==> src/rtl/fp_mult_arbiter.sv <==
// fp_mult_arbiter: shares one fixed-latency, valid-only floating-point
// multiplier among G_NUM_REQ requesters. A round-robin arbiter issues one
// request per cycle. A tag pipeline follows each issue through the
// multiplier, and every product is steered into that requester's
// first-word-fall-through response FIFO. Credits count FIFO entries plus
// products still in flight, so a product never reaches a full FIFO.
//
// Handshake: on both the request side and the response side, a transfer
// happens on a rising clk edge where valid and ready are both 1. The request
// side may raise ready combinationally from valid. The response side holds
// data stable while valid is 1 and it is not yet accepted. ready never
// depends combinationally on the other side of the block.
module fp_mult_arbiter #(
  parameter int G_NUM_REQ      = 4,
  parameter int G_MULT_LATENCY = 6,
  parameter int G_RESP_DEPTH   = 4
) (
  input  logic                      clk,
  input  logic                      reset_n,
  input  logic                      enable,
  input  logic [32*G_NUM_REQ-1:0]   req_din1,
  input  logic [32*G_NUM_REQ-1:0]   req_din2,
  input  logic [G_NUM_REQ-1:0]      req_valid,
  output logic [G_NUM_REQ-1:0]      req_ready,
  output logic [32*G_NUM_REQ-1:0]   rsp_dout,
  output logic [G_NUM_REQ-1:0]      rsp_valid,
  input  logic [G_NUM_REQ-1:0]      rsp_ready,
  output logic [31:0]               mult_din1,
  output logic [31:0]               mult_din2,
  output logic                      mult_din_valid,
  input  logic [31:0]               mult_dout,
  input  logic                      mult_dout_valid,
  output logic                      err_sync
);

  localparam int N  = G_NUM_REQ;
  localparam int L  = G_MULT_LATENCY;
  localparam int D  = G_RESP_DEPTH;
  localparam int IW = $clog2(N);
  localparam int AW = $clog2(D);
  localparam int CW = $clog2(D + 1);

  // arbitration
  logic [IW-1:0] rr_ptr;
  logic [IW-1:0] gnt_idx;
  logic [IW:0]   cand_sum;
  logic          accept;
  logic [N-1:0]  eligible;
  logic [CW:0]   occ;
  logic [31:0]   sel_din1;
  logic [31:0]   sel_din2;
  logic [IW-1:0] mult_idx;

  // tag pipeline: entry L-1 lines up with the multiplier output
  logic [L-1:0]  tag_v;
  logic [IW-1:0] tag_i [L];
  logic          exit_v;
  logic [IW-1:0] exit_i;

  // per-requester bookkeeping
  logic [CW-1:0] fifo_cnt [N];
  logic [CW-1:0] inflight [N];
  logic [AW-1:0] wr_ptr   [N];
  logic [AW-1:0] rd_ptr   [N];
  logic [31:0]   fifo_mem [N][D];
  logic [N-1:0]  inc_v;
  logic [N-1:0]  dec_v;
  logic [N-1:0]  wr_v;
  logic [N-1:0]  pop_v;

  assign exit_v = tag_v[L-1];
  assign exit_i = tag_i[L-1];

  // A requester may be granted only if it has a free credit and the block is enabled.
  always_comb begin
    eligible = '0;
    occ      = '0;
    for (int i = 0; i < N; i++) begin
      occ         = {1'b0, fifo_cnt[i]} + {1'b0, inflight[i]};
      eligible[i] = reset_n & enable & req_valid[i] & (occ < (CW+1)'(D));
    end
  end

  // Round-robin scan from rr_ptr upward; the first eligible requester wins.
  always_comb begin
    accept    = 1'b0;
    gnt_idx   = '0;
    req_ready = '0;
    cand_sum  = '0;
    for (int k = 0; k < N; k++) begin
      cand_sum = {1'b0, rr_ptr} + (IW+1)'(k);
      if (cand_sum >= (IW+1)'(N)) cand_sum = cand_sum - (IW+1)'(N);
      if (!accept && eligible[cand_sum[IW-1:0]]) begin
        accept  = 1'b1;
        gnt_idx = cand_sum[IW-1:0];
      end
    end
    if (accept) req_ready[gnt_idx] = 1'b1;
  end

  // Select the granted requester's operands.
  always_comb begin
    sel_din1 = '0;
    sel_din2 = '0;
    for (int i = 0; i < N; i++) begin
      if (IW'(i) == gnt_idx) begin
        sel_din1 = req_din1[32*i +: 32];
        sel_din2 = req_din2[32*i +: 32];
      end
    end
  end

  // Register the issue to the multiplier and advance the pointer past the winner.
  always_ff @(posedge clk or negedge reset_n) begin
    if (!reset_n) begin
      mult_din1      <= '0;
      mult_din2      <= '0;
      mult_din_valid <= 1'b0;
      mult_idx       <= '0;
      rr_ptr         <= '0;
    end else begin
      mult_din_valid <= accept;
      if (accept) begin
        mult_din1 <= sel_din1;
        mult_din2 <= sel_din2;
        mult_idx  <= gnt_idx;
        rr_ptr    <= (gnt_idx == IW'(N - 1)) ? '0 : gnt_idx + IW'(1);
      end
    end
  end

  // Shift the {valid, index} tag alongside the multiplier's internal pipeline.
  always_ff @(posedge clk or negedge reset_n) begin
    if (!reset_n) begin
      tag_v <= '0;
      for (int s = 0; s < L; s++) tag_i[s] <= '0;
    end else begin
      tag_v[0] <= mult_din_valid;
      tag_i[0] <= mult_idx;
      for (int s = 1; s < L; s++) begin
        tag_v[s] <= tag_v[s-1];
        tag_i[s] <= tag_i[s-1];
      end
    end
  end

  // Per-requester strobes: issue, tag exit, FIFO write and FIFO pop.
  always_comb begin
    inc_v = '0;
    dec_v = '0;
    wr_v  = '0;
    pop_v = '0;
    for (int i = 0; i < N; i++) begin
      inc_v[i] = accept && (gnt_idx == IW'(i));
      dec_v[i] = exit_v && (exit_i == IW'(i));
      wr_v[i]  = dec_v[i] & mult_dout_valid;
      pop_v[i] = rsp_valid[i] & rsp_ready[i];
    end
  end

  // Counters and pointers; issue, write and pop in one cycle combine into a net change.
  always_ff @(posedge clk or negedge reset_n) begin
    if (!reset_n) begin
      for (int i = 0; i < N; i++) begin
        fifo_cnt[i] <= '0;
        inflight[i] <= '0;
        wr_ptr[i]   <= '0;
        rd_ptr[i]   <= '0;
      end
    end else begin
      for (int i = 0; i < N; i++) begin
        inflight[i] <= inflight[i] + CW'(inc_v[i]) - CW'(dec_v[i]);
        fifo_cnt[i] <= fifo_cnt[i] + CW'(wr_v[i]) - CW'(pop_v[i]);
        if (wr_v[i])  wr_ptr[i] <= wr_ptr[i] + AW'(1);
        if (pop_v[i]) rd_ptr[i] <= rd_ptr[i] + AW'(1);
      end
    end
  end

  // FIFO storage holds only data, so it needs no reset.
  always_ff @(posedge clk) begin
    for (int i = 0; i < N; i++) begin
      if (wr_v[i]) fifo_mem[i][wr_ptr[i]] <= mult_dout;
    end
  end

  // Fall-through read port; data is forced to zero while a FIFO is empty.
  always_comb begin
    rsp_valid = '0;
    rsp_dout  = '0;
    for (int i = 0; i < N; i++) begin
      rsp_valid[i]         = (fifo_cnt[i] != '0);
      rsp_dout[32*i +: 32] = rsp_valid[i] ? fifo_mem[i][rd_ptr[i]] : 32'h0;
    end
  end

  // Sticky flag: a tag and a multiplier output must always leave together.
  always_ff @(posedge clk or negedge reset_n) begin
    if (!reset_n)                      err_sync <= 1'b0;
    else if (exit_v != mult_dout_valid) err_sync <= 1'b1;
  end

endmodule
==> config.mk <==
export PLATFORM = sky130hd
export DESIGN_NAME = fp_mult_arbiter
export DESIGN_NICKNAME = d
export VERILOG_FILES = /design/src/rtl/fp_mult_arbiter.sv
export SDC_FILE = /design/constraint.sdc
export NUM_CORES = 1
export LEC_CHECK = 0
export ABC_CLOCK_PERIOD_IN_PS = 5200
export BUFFER_PORTS_ARGS = -buffer_cell sky130_fd_sc_hd__clkbuf_2
export CAP_MARGIN = 20
export CELL_PAD_IN_SITES_DETAIL_PLACEMENT = 1
export CELL_PAD_IN_SITES_GLOBAL_PLACEMENT = 2
export CORE_AREA = 8 8 285 287
export DETAILED_ROUTE_END_ITERATION = 7
export DIE_AREA = 0 0 293 295
export GPL_ROUTABILITY_DRIVEN = 0
export PLACE_DENSITY = 0.83
export SYNTH_ARGS = -nofsm -noshare
export SYNTH_HDL_FRONTEND = slang
export SYNTH_SLANG_ARGS = --single-unit
==> constraint.sdc <==
create_clock -name clk -period 5.2 [get_ports clk]
set_input_delay 0.78 -clock clk [delete_from_list [all_inputs] [get_ports clk]]
set_output_delay 0.78 -clock clk [all_outputs]
set_load 0.02 [all_outputs]
==> summary.txt, run 1 <==
Power and ir drop
  – Worst vdd ir: ~270 uV
  – Psw: 6940 uW
  – Leakage power: around 0.012 uW
  – Tot Pwr: 18,700 uW
  – Clock power frac: 0.263
  – Switching Fraction: 0.370
  – Internal power: 11,800 uW
  – Seq pwr share: 0.367
  – PwrDens: around 580 nW/um^2
  – Part of the power in combinational logic: 0.370

STA
  – TNS Setup: 0 ns
  – Clock Skew: 0.0416 ns
  – RSZ-0062 raised after global routing: false
  – Final Slew Violations: 0
  – Worst-margin pin slew: between 1 and 1.5 ns
  – Fmax: 0.214 GHz
  – Final setup viols: 0
  – Final Hold Vio Count: 0
  – Min cycle time layout: 4.67 ns
  – Max_slew headroom: 0.269
  – Tcrit/Tclk final: 0.898

Synth
  – Mean Syn Cell Area: around 17 sq um
  – Largest family of logic cells by synthesized area: multiplexers
  – Post-synthesis compound-gate area fraction: 0.0514
  – Synth Net Count: 1,949
  – Mux share of post-synthesis cell area: 0.109
  – Post-Synth XOR/XNOR Area: 0.00957
  – Syn Inst Count: between 1,500 and 2,000
  – Async set-reset flop share out of synthesis: 0.200
  – Synth warn: 0
  – Synthesized-area fraction occupied by adder cells: 0.0268
  – Main flop type after synthesis: edfxtp_1
  – Simple-gate portion of the synthesized area: 0.0815
  – #FFs+latches synth: 640
  – Sequential area share after synthesis: 0.700
  – Mapped cell area: 26,500 sq um
  – Cell variety after synth: 44
  – Post-synth EDFFs: 512

Global route
  – GR met3 Demand/Resource: 0.0546
  – GR Util met2: 0.338
  – Vias in the first global route: about 18,000
  – First-pass GRT wire length: between 100,000 and 150,000 um
  – GR peak layer: met2
  – GR Overflow Total: 0
  – Largest net degree at the start of global routing: 129
  – Total GRT Usage: 0.189
  – Met1 usage: 0.209
  – Initial antenna violation count: 9

Min path
  – Hold Crit Class: reg -> reg
  – End of the worst hold path: tag_i[5]
  – Worst hold stages: 0
  – Hold Path Origin: tag_i[7]

Layout
  – Fin area: about 33,000 sq um
  – Most common cell after layout, fill and taps aside: edfxtp_1
  – Storage cell area: 18,600 sq um
  – Area of the multi-input gates: 7450 sq um
  – Area delta synth->final: 22.5%
  – Most frequent cells in the layout: 512 x edfxtp_1, 500 x clkbuf_2, 132 x and2_1
  – Layout cells sized above 1: 0.368
  – Fillers: between 7,000 and 8,000
  – Final Core Density: 0.424
  – Nets@finish: 2,445

Drt
  – DRC: 0
  – Vias: 16,256
  – Detailed Route WL: 83,400 um
  – Drt first pass iters: 7
  – Remaining antenna violation count: 0
  – Detailed-route vias per instance: 5.10
  – DR iter-0 viols: 999
  – Average wire per standard cell: 26.2 um

Critical path
  – R2R Setup Slk: 0.77 ns
  – Critical path class: reg -> out
  – Worst EP required: 4.42 ns
  – Reg2reg start: fifo_cnt[2]
  – Nature of the critical path endpoint: primary output
  – R2R depth: 12
  – Crit-path max FO: 16
  – Worst path arrival time: 3.89 ns
  – End of the worst register-to-register path: mult_din1[6]
  – Startpoint Class: flop

Placement
  – Instance area at placement: 30,200 sq um
  – Sum of net half-perimeters after detailed placement: 58,200 um
  – I/O Buffers: approximately 500

Floorplanning
  – Total core area: between 70,000 and 80,000 sq um
  – # rows: 102
  – Area of the die: around 86,000 sq um
  – Chip Height: 295 um
  – Die W: roughly 290 um
  – Starting Density: 0.346
  – Ports: approximately 500

Outcome
  – Status: complete, no violations

Flow run
  – Max Cap Viol: 0

Clocking
  – CTS Root Cell: clkbuf_16
  – Worst-skew pair later-pin latency: about 0.62 ns
  – CTS tree: done
  – CTS buffer count: 70
  – H-tree depth: 3
  – Clock Path Buffers: 3
  – CTS sink cnt: 640
  – Post-CTS Setup Inserts: 0
  – Cts repair resizes: 0
  – Clock Pin Slew Worst Setup and Hold Paths: 0.06 ns
  – Post-CTS Hold Buffers: 1
==> layer usage <==
metal	wire length [um]	vias to the layer above
met1	30000	8349
met4	3380	2
li1	-	7112
met3	6890	110
met2	43200	683
met5	13	-
==> logic make-up (layout without fill, tap and decap cells) <==
family	after synthesis	after routing
compound gates	211	211
xor+xnor	29	29
mux	129	129
flops	640	640
fa+ha+maj	52	52
simple gates	391	391
other cells	0	6
buf+inv	145	692
==> worst max-delay path, cell delays in order, from the launching register on <==
cell      delay (ns)
dfrtp_1         0.40
ha_1            0.31
or4b_4          0.51
a31oi_4         0.21
a221oi_2        0.12
or4_4           0.54
nor2_1          0.27
ha_2            0.49
nand2_1         0.16
inv_1           0.08
clkbuf_2        0.18
==> through the flow <==
step	hold WS [ns]	setup slack [ns]	std cells
2_1_floorplan	0.331	1.05	1597
3_3_place_gp	0.332	0.805	3060
3_5_place_dp	0.336	0.662	3060
4_1_cts	0.334	0.458	3184
5_1_grt	0.353	0.350	3189
6_report	0.326	0.532	3190
==> power groups by stage <==
| stage | Sequential [uW] | Combinational (uW) | Clock [uW] |
|---|---|---|---|
| 2_1_floorplan | 6790 | 4540 | 0 |
| 3_3_place_gp | 6950 | 6870 | 0 |
| 3_5_place_dp | 7000 | 7060 | 0 |
| 4_1_cts | 6910 | 7080 | 5050 |
| 5_1_grt | 6990 | 7510 | 5220 |
| 6_report | 6880 | 6930 | 4920 |
==> synthesized netlist by cell type, types with 2 or more instances <==
master,instances,share of area
edfxtp_1,512,0.58
and2_1,148,0.035
a21oi_1,131,0.025
dfrtp_1,128,0.12
mux4_2,128,0.11
clkbuf_1,73,0.010
nor2_1,73,0.010
nor2b_1,64,0.015
a221oi_1,63,0.021
nor3_1,63,0.012
ha_1,44,0.021
inv_1,43,0.0061
buf_2,26,0.0049
xnor2_1,23,0.0076
nand2_1,22,0.0031
fa_1,8,0.0060
xor2_1,6,0.0020
o21ai_0,5,0.00094
nand3_1,4,0.00075
or3_1,4,0.00094
nand2b_1,2,0.00047
nand3b_1,2,0.00057
nor3b_1,2,0.00057
nor4b_1,2,0.00066
o21a_1,2,0.00057
==> state kept, by name (all words and copies together), names as in the netlist <==
name and flops:
rd_ptr 8, tag_v 6, mult_din2 32, wr_ptr 8, mult_din1 32, fifo_mem 512, mult_idx 2, mult_din_valid 1
fifo_cnt 12, inflight 12, rr_ptr 2, err_sync 1, tag_i 10, exit_i 2
==> how the worst max path moves through the flow <==
| stage | start | end | slack (ns) | depth (start not counted) |
|---|---|---|---|---|
| 4_1_cts | fifo_cnt[2] | req_ready[1] | 0.46 | 10 |
| 2_1_floorplan | req_valid[3] | inflight[2] | 1.05 | 14 |
| 5_1_grt | fifo_cnt[5] | req_ready[2] | 0.35 | 9 |
| 3_5_place_dp | req_valid[3] | mult_din1[6] | 0.66 | 12 |
| 3_3_place_gp | req_valid[3] | mult_din1[6] | 0.81 | 12 |
| 6_report | fifo_cnt[2] | req_ready[1] | 0.53 | 10 |
==> layout make-up <==
| class | count | area share |
|---|---|---|
| multi-input combinational | 812 | 0.229 |
| clock buffer | 89 | 0.0576 |
| timing repair buffer | 525 | 0.0837 |
| antenna | 6 | 0.000462 |
| sequential | 640 | 0.572 |
| clock inverter | 34 | 0.0122 |
| tap | 1040 | 0.0400 |
| inverter | 44 | 0.00508 |
No activity file was read; power rests on OpenSTA's default activity.
==> run 2, diff against run 1 <==
BUFFER_PORTS_ARGS = not set   (was -buffer_cell sky130_fd_sc_hd__clkbuf_2)
CORE_AREA = 8 8 252 254   (was 8 8 285 287)
DIE_AREA = 0 0 260 262   (was 0 0 293 295)
DONT_BUFFER_PORTS = 1   (was not set)
PLACE_DENSITY = 0.9   (was 0.83)
RECOVER_POWER = 100   (was not set)
==> summary.txt, run 2 (synthesis results as in run 1) <==
STA
  – Tcrit/Tclk final: 0.893 (-0.00467)
  – Clock Skew: 0.0308 ns (-0.0108 ns)
  – Final Hold Vio Count: 0 (unchanged)
  – Worst setup margin: 0.556 ns (+0.0243 ns)
  – RSZ-0062 raised after global routing: false
  – Fmax: 0.215 GHz (+0.52%)
  – Worst-margin pin slew: 3.36 ns (+2.26 ns)
  – Hold slack final: 0.270 ns (-0.0560 ns)
  – Min cycle time layout: 4.64 ns (-0.0243 ns)
  – Final setup viols: 0 (unchanged)
  – TNS Setup: 0 ns (unchanged)
  – Max_slew headroom: -1.24 (-1.51)
  – Final Slew Violations: 793 (+793)

Power and ir drop
  – Worst vdd ir: 301 uV (+12%)
  – Leakage power: 0.00981 uW (-19%)
  – Part of the power in combinational logic: 0.306 (-0.064)
  – Seq pwr share: 0.420 (+0.053)
  – Switching Fraction: 0.368 (-0.00222)
  – Clock power frac: 0.275 (+0.012)
  – Psw: 6410 uW (-7.5%)
  – PwrDens: 591 nW/um^2 (+2.6%)
  – Internal power: 11,000 uW (-6.7%)

Layout
  – Fin area: 29,500 sq um (-9.3%)
  – Most frequent cells in the layout: 512 x edfxtp_1, 148 x and2_0, 131 x a21oi_1
  – Nets@finish: 1,932 (-21%)
  – Layout cells sized above 1: 0.159 (-0.209)
  – Fillers: 5,579 (-29%)
  – Area delta synth->final: 11.1%
  – Max reg flops: 512 (unchanged)
  – Most common cell after layout, fill and taps aside: edfxtp_1

Drt
  – DRC: 0 (unchanged)
  – Detailed Route WL: 74,100 um (-11%)
  – Average wire per standard cell: 30.6 um (+17%)
  – Vias: 14,245 (-12%)
  – Detailed-route vias per instance: 5.89 (+16%)
  – Drt first pass iters: 5 (-2)
  – Remaining antenna violation count: 0 (unchanged)
  – DR iter-0 viols: 1,111 (+11%)

Clocking
  – CTS Root Cell: clkbuf_16
  – CTS sink cnt: 640 (unchanged)
  – Cts repair resizes: 0 (unchanged)
  – CTS buffer count: 68 (-2.9%)
  – Post-CTS Hold Buffers: 1 (unchanged)
  – CTS tree: done
  – Post-CTS Setup Inserts: 0 (unchanged)
  – Worst-skew pair later-pin latency: 0.60 ns (-0.02 ns)
  – Clock Path Buffers: 3 (unchanged)
  – H-tree depth: 3 (unchanged)
  – Clock Pin Slew Worst Setup and Hold Paths: 0.06 ns (about the same)

Critical path
  – Crit-path slowest cell: nor4b_1
  – Nature of the critical path endpoint: primary output
  – Crit-path max FO: 44 (+28)
  – Critical path class: reg -> out
  – Most Frequent Cell on Critical Path: nand2_1
  – Worst path bufs/invs: 1 (-1)
  – Reg2reg start: fifo_cnt[5]
  – Worst EP required: 4.42 ns (about the same)
  – R2R Setup Slk: 0.57 ns (-0.20 ns)
  – Worst path arrival time: 3.86 ns (-0.03 ns)
  – Max incr delay on CP: 0.59 ns (+0.05 ns)
  – End of the worst register-to-register path: mult_din2[15]
  – Startpoint Class: flop
  – R2R depth: 13 (+1)
  – Critical Path, Cell by Cell: ha_1 > nor4b_1 > nand2_1 > o21a_1 > a211oi_2 > ha_4 > nand2_1 > inv_1
  – CP top delay family: simple AND/OR/NAND/NOR gates

Global route
  – First-pass GRT wire length: 106,000 um (-12%)
  – GR met3 Demand/Resource: 0.0620 (+0.00744)
  – Initial antenna violation count: 14 (+5)
  – Vias in the first global route: 15,516 (-14%)
  – GR Overflow Total: 0 (unchanged)
  – GR peak layer: met2
  – Met1 usage: 0.231 (+0.0229)
  – Total GRT Usage: 0.213 (+0.0238)
  – GR Util met2: 0.384 (+0.0465)
  – Largest net degree at the start of global routing: 129 (unchanged)

Floorplanning
  – Starting Density: 0.446 (+0.0995)
  – Total core area: 59,600 sq um (-22%)
  – # rows: 90 (-12%)
  – Area of the die: 68,100 sq um (-21%)
  – Ports: 502 (unchanged)
  – Chip Height: 262 um (-11%)
  – Die W: 260 um (-11%)

Min path
  – Hold Crit Class: in -> reg
  – End of the worst hold path: fifo_mem[3][81]
  – Worst hold stages: 0 (unchanged)
  – Hold Path Origin: mult_dout[17]

Placement
  – Sum of net half-perimeters after detailed placement: 49,300 um (-15%)
  – I/O Buffers: 0 (-100%)
  – Pre-CTS setup slack: 0.684 ns (+0.0220 ns)
  – Instance area at placement: 27,300 sq um (-9.7%)

Outcome
  – Violated checks: capacitance limit, slew limit
  – Status: finished with violations

Flow run
  – Max Cap Viol: 21 (+21)
run 2: power by group through the flow:
stage / Combinational, uW / Sequential (uW) / Clock [uW]
2_1_floorplan: 4540 / 6790 / 0
3_3_place_gp: 5240 / 7390 / 0
3_5_place_dp: 5460 / 7420 / 0
4_1_cts: 5500 / 7340 / 4870
5_1_grt: 5800 / 7410 / 5030
6_report: 5320 / 7310 / 4780
run 2: per-stage QoR:
stage | util | instances | total power [uW]
2_1_floorplan | - | 1597 | 11300
3_3_place_gp | 0.458 | 2291 | 12600
3_5_place_dp | 0.458 | 2291 | 12900
4_1_cts | 0.496 | 2410 | 17700
5_1_grt | 0.495 | 2418 | 18200
6_report | 0.495 | 2420 | 17400
run 2: area by class of cell:
type / instances / area, sq um / area share
Clock inverter: 30 / 329 / 0.0112
Timing Repair Buffer: 14 / 108 / 0.00365
Tap cell: 782 / 978 / 0.0332
Sequential cell: 640 / 18600 / 0.630
Clock buffer: 88 / 1870 / 0.0634
Antenna cell: 10 / 25.0 / 0.000849
Inverter: 44 / 165 / 0.00560
Multi-Input combinational cell: 812 / 7420 / 0.252
run 2: how the worst max path moves through the flow:
stage / from / endpoint / slack, ns / depth (start not counted)
after detailed placement: req_valid[2] / mult_din2[17] / 0.68 / 12
after global routing: fifo_cnt[5] / req_ready[2] / 0.32 / 8
after floorplan: req_valid[3] / inflight[2] / 1.05 / 14
final: fifo_cnt[5] / req_ready[2] / 0.56 / 8
after global placement: req_valid[2] / mult_din2[17] / 0.92 / 12
after CTS: fifo_cnt[5] / req_ready[2] / 0.50 / 8
run 2: routing by layer:
layer  part of all wire  vias to the layer above
li1                   -                     6077
met1               0.34                     7421
met2               0.54                      633
met3              0.089                      114
met4              0.037                        0
met5                  0                        -
==> run 3, diff against run 2 <==
CORE_AREA = 5 5 249 251   (was 8 8 252 254)
DIE_AREA = 0 0 254 256   (was 0 0 260 262)
==> summary.txt, run 3 (synthesis results as in run 1) <==
STA
  – RSZ-0062 raised after global routing: false
  – Final Slew Violations: 793 (unchanged)
  – Min cycle time layout: 4.75 ns (+0.102 ns)
  – Tcrit/Tclk final: 0.913 (+0.0197)
  – Worst-margin pin slew: 3.35 ns (-0.00926 ns)
  – Final setup viols: 0 (unchanged)
  – Final Hold Vio Count: 0 (unchanged)
  – Clock Skew: 0.0259 ns (-0.00490 ns)
  – Fmax: 0.211 GHz (-2.2%)
  – TNS Setup: 0 ns (unchanged)
  – Max_slew headroom: -1.23 (+0.00618)

Min path
  – Hold Crit Class: in -> reg
  – Hold Path Origin: mult_dout[3]
  – Worst hold stages: 0 (unchanged)
  – End of the worst hold path: fifo_mem[1][99]

Layout
  – Area delta synth->final: 11.2% (about the same)
  – Nets@finish: 1,936 (+0.21%)
  – Most common cell after layout, fill and taps aside: edfxtp_1
  – Final Core Density: 0.494 (-0.000578)
  – Layout cells sized above 1: 0.160 (+0.000445)
  – Most frequent cells in the layout: 512 x edfxtp_1, 146 x and2_0, 131 x a21oi_1
  – Fin area: 29,500 sq um (about the same)
  – Max reg flops: 512 (unchanged)

Global route
  – GR Overflow Total: 0 (unchanged)
  – Vias in the first global route: 15,783 (+1.7%)
  – Largest net degree at the start of global routing: 129 (unchanged)
  – Total GRT Usage: 0.229 (+0.0160)
  – First-pass GRT wire length: 110,000 um (+3.7%)
  – Initial antenna violation count: 10 (-4)

Critical path
  – R2R depth: 13 (unchanged)
  – Worst path arrival time: 5.24 ns (+1.38 ns)
  – Crit-path max FO: 27 (-39%)
  – Startpoint Class: flop
  – End of the worst register-to-register path: mult_din2[5]
  – Critical Path, Cell by Cell: ha_1 > nor4b_1 > nand2_1 > o21a_1 > a211oi_1 > inv_1 > ha_1 > nor2b_4 > buf_4 > a221oi_1 > nor3_1 > a21oi_1 > a21oi_1
  – Critical path class: reg -> reg
  – Worst EP required: 5.69 ns (+1.27 ns)
  – Max incr delay on CP: 0.70 ns (+0.11 ns)
  – Worst setup path start: fifo_cnt[5]
  – Crit-path slowest cell: a211oi_1
  – Reg2reg start: fifo_cnt[5]
  – R2R Setup Slk: 0.45 ns (-0.12 ns)
  – Nature of the critical path endpoint: flop

Outcome
  – Violated checks: capacitance limit, slew limit
  – Status: finished with violations

Flow run
  – Max Cap Viol: 21 (unchanged)

Power and ir drop
  – Worst vdd ir: 342 uV (+13%)
  – Tot Pwr: 17,600 uW (+0.89%)
  – PwrDens: 595 nW/um^2 (+0.82%)
  – Leakage power: 0.00983 uW (+0.28%)

Floorplanning
  – Ports: 502 (unchanged)
  – # rows: 90 (unchanged)
  – Total core area: 59,700 sq um (+0.19%)
  – Chip Height: 256 um (-2.3%)
  – Area of the die: 65,000 sq um (-4.5%)
  – Starting Density: 0.445 (-0.000841)
  – Die W: 254 um (-2.3%)

Clocking
  – Cts repair resizes: 0 (unchanged)
  – CTS sink cnt: 640 (unchanged)
  – Clock Path Buffers: 3 (unchanged)
  – Clock Pin Slew Worst Setup and Hold Paths: 0.06 ns (about the same)
  – H-tree depth: 3 (unchanged)
  – Worst-skew pair later-pin latency: 0.60 ns (about the same)
  – CTS Root Cell: clkbuf_16
  – CTS tree: done
  – CTS buffer count: 69 (+1.5%)

Drt
  – Remaining antenna violation count: 0 (unchanged)
  – DRC: 0 (unchanged)
  – Average wire per standard cell: 31.1 um (+1.5%)
  – Detailed-route vias per instance: 5.94 (+0.94%)
  – Drt first pass iters: 5 (unchanged)
  – Vias: 14,408 (+1.1%)
  – DR iter-0 viols: 1,051 (-5.4%)
  – Detailed Route WL: 75,400 um (+1.7%)

Placement
  – I/O Buffers: 0 (unchanged)
  – Sum of net half-perimeters after detailed placement: 48,700 um (-1.2%)
  – Instance area at placement: 27,300 sq um (about the same)
## run 3: cell count changes in the layout (fill, tap and decap cells not counted), moves of 2 or more
cell | previous run | this run
and2_1 | 0 | 2
and2_0 | 148 | 146
diode_2 | 10 | 7
clkinv_2 | 12 | 15
clkbuf_1 | 16 | 19
bufinv_16 | 5 | 7
## run 3: cell type report
cell class	count	area, sq um
diodes	7	17.5
clock buffers	88	1850
clock inverters	35	385
fillers	5661	30200
inverters	44	165
multi-input cells	812	7410
flip-flops and latches	640	18600
well taps	782	978
repair buffers	17	120
## run 3: worst max-delay path by stage
stage                     depth (start not counted)      endpoint  slack [ns]
final                                            13  mult_din2[5]        0.45
after global routing                              8  req_ready[2]        0.20
after CTS                                        10  req_ready[1]        0.46
after detailed placement                         12  mult_din2[5]        0.69
after global placement                           12  mult_din2[5]        0.81
after floorplan                                  14   inflight[2]        1.05
## run 3: routing by layer
layer / up-vias / share of wire / wire length [um] / global-route usage
li1: 6088 / - / - / -
met1: 7569 / 0.34 / 26000 / 0.256
met2: 620 / 0.54 / 40500 / 0.409
met3: 131 / 0.077 / 5810 / 0.0588
met4: 0 / 0.041 / 3090 / 0.104
met5: - / 0 / 0 / 0
## run 3: what timing repair did
action,4_1_cts,5_1_grt
endpoints found under the hold margin,128,0
hold buffers,1,0
buffers inserted,0,0
endpoints found under the setup margin,0,0
## run 3: critical path: cells and delay by family (launching register included)
family	cells	cell delay, ns
adders and majority gates	2	0.57
AOI/OAI and AO/OA	5	1.33
and+or+nand+nor	4	1.80
buffers and inverters	2	0.50
DFF	1	0.40
## run 3: metrics by stage
| stage | instances | hold slack (ns) | setup slack (ns) |
|---|---|---|---|
| floorplan | 1597 | 0.331 | 1.05 |
| global placement | 2294 | 0.332 | 0.810 |
| detailed placement | 2294 | 0.336 | 0.688 |
| CTS | 2418 | 0.171 | 0.462 |
| global route | 2425 | 0.242 | 0.203 |
| finish | 2425 | 0.278 | 0.454 |
## run 3: power by group
part / internal (uW) / switching, uW / leakage [uW]
sequential: 6120 / 1290 / 0.00606
clock: 2880 / 2030 / 0.00110
combinational: 2090 / 3160 / 0.00267
total: 11100 / 6480 / 0.00983
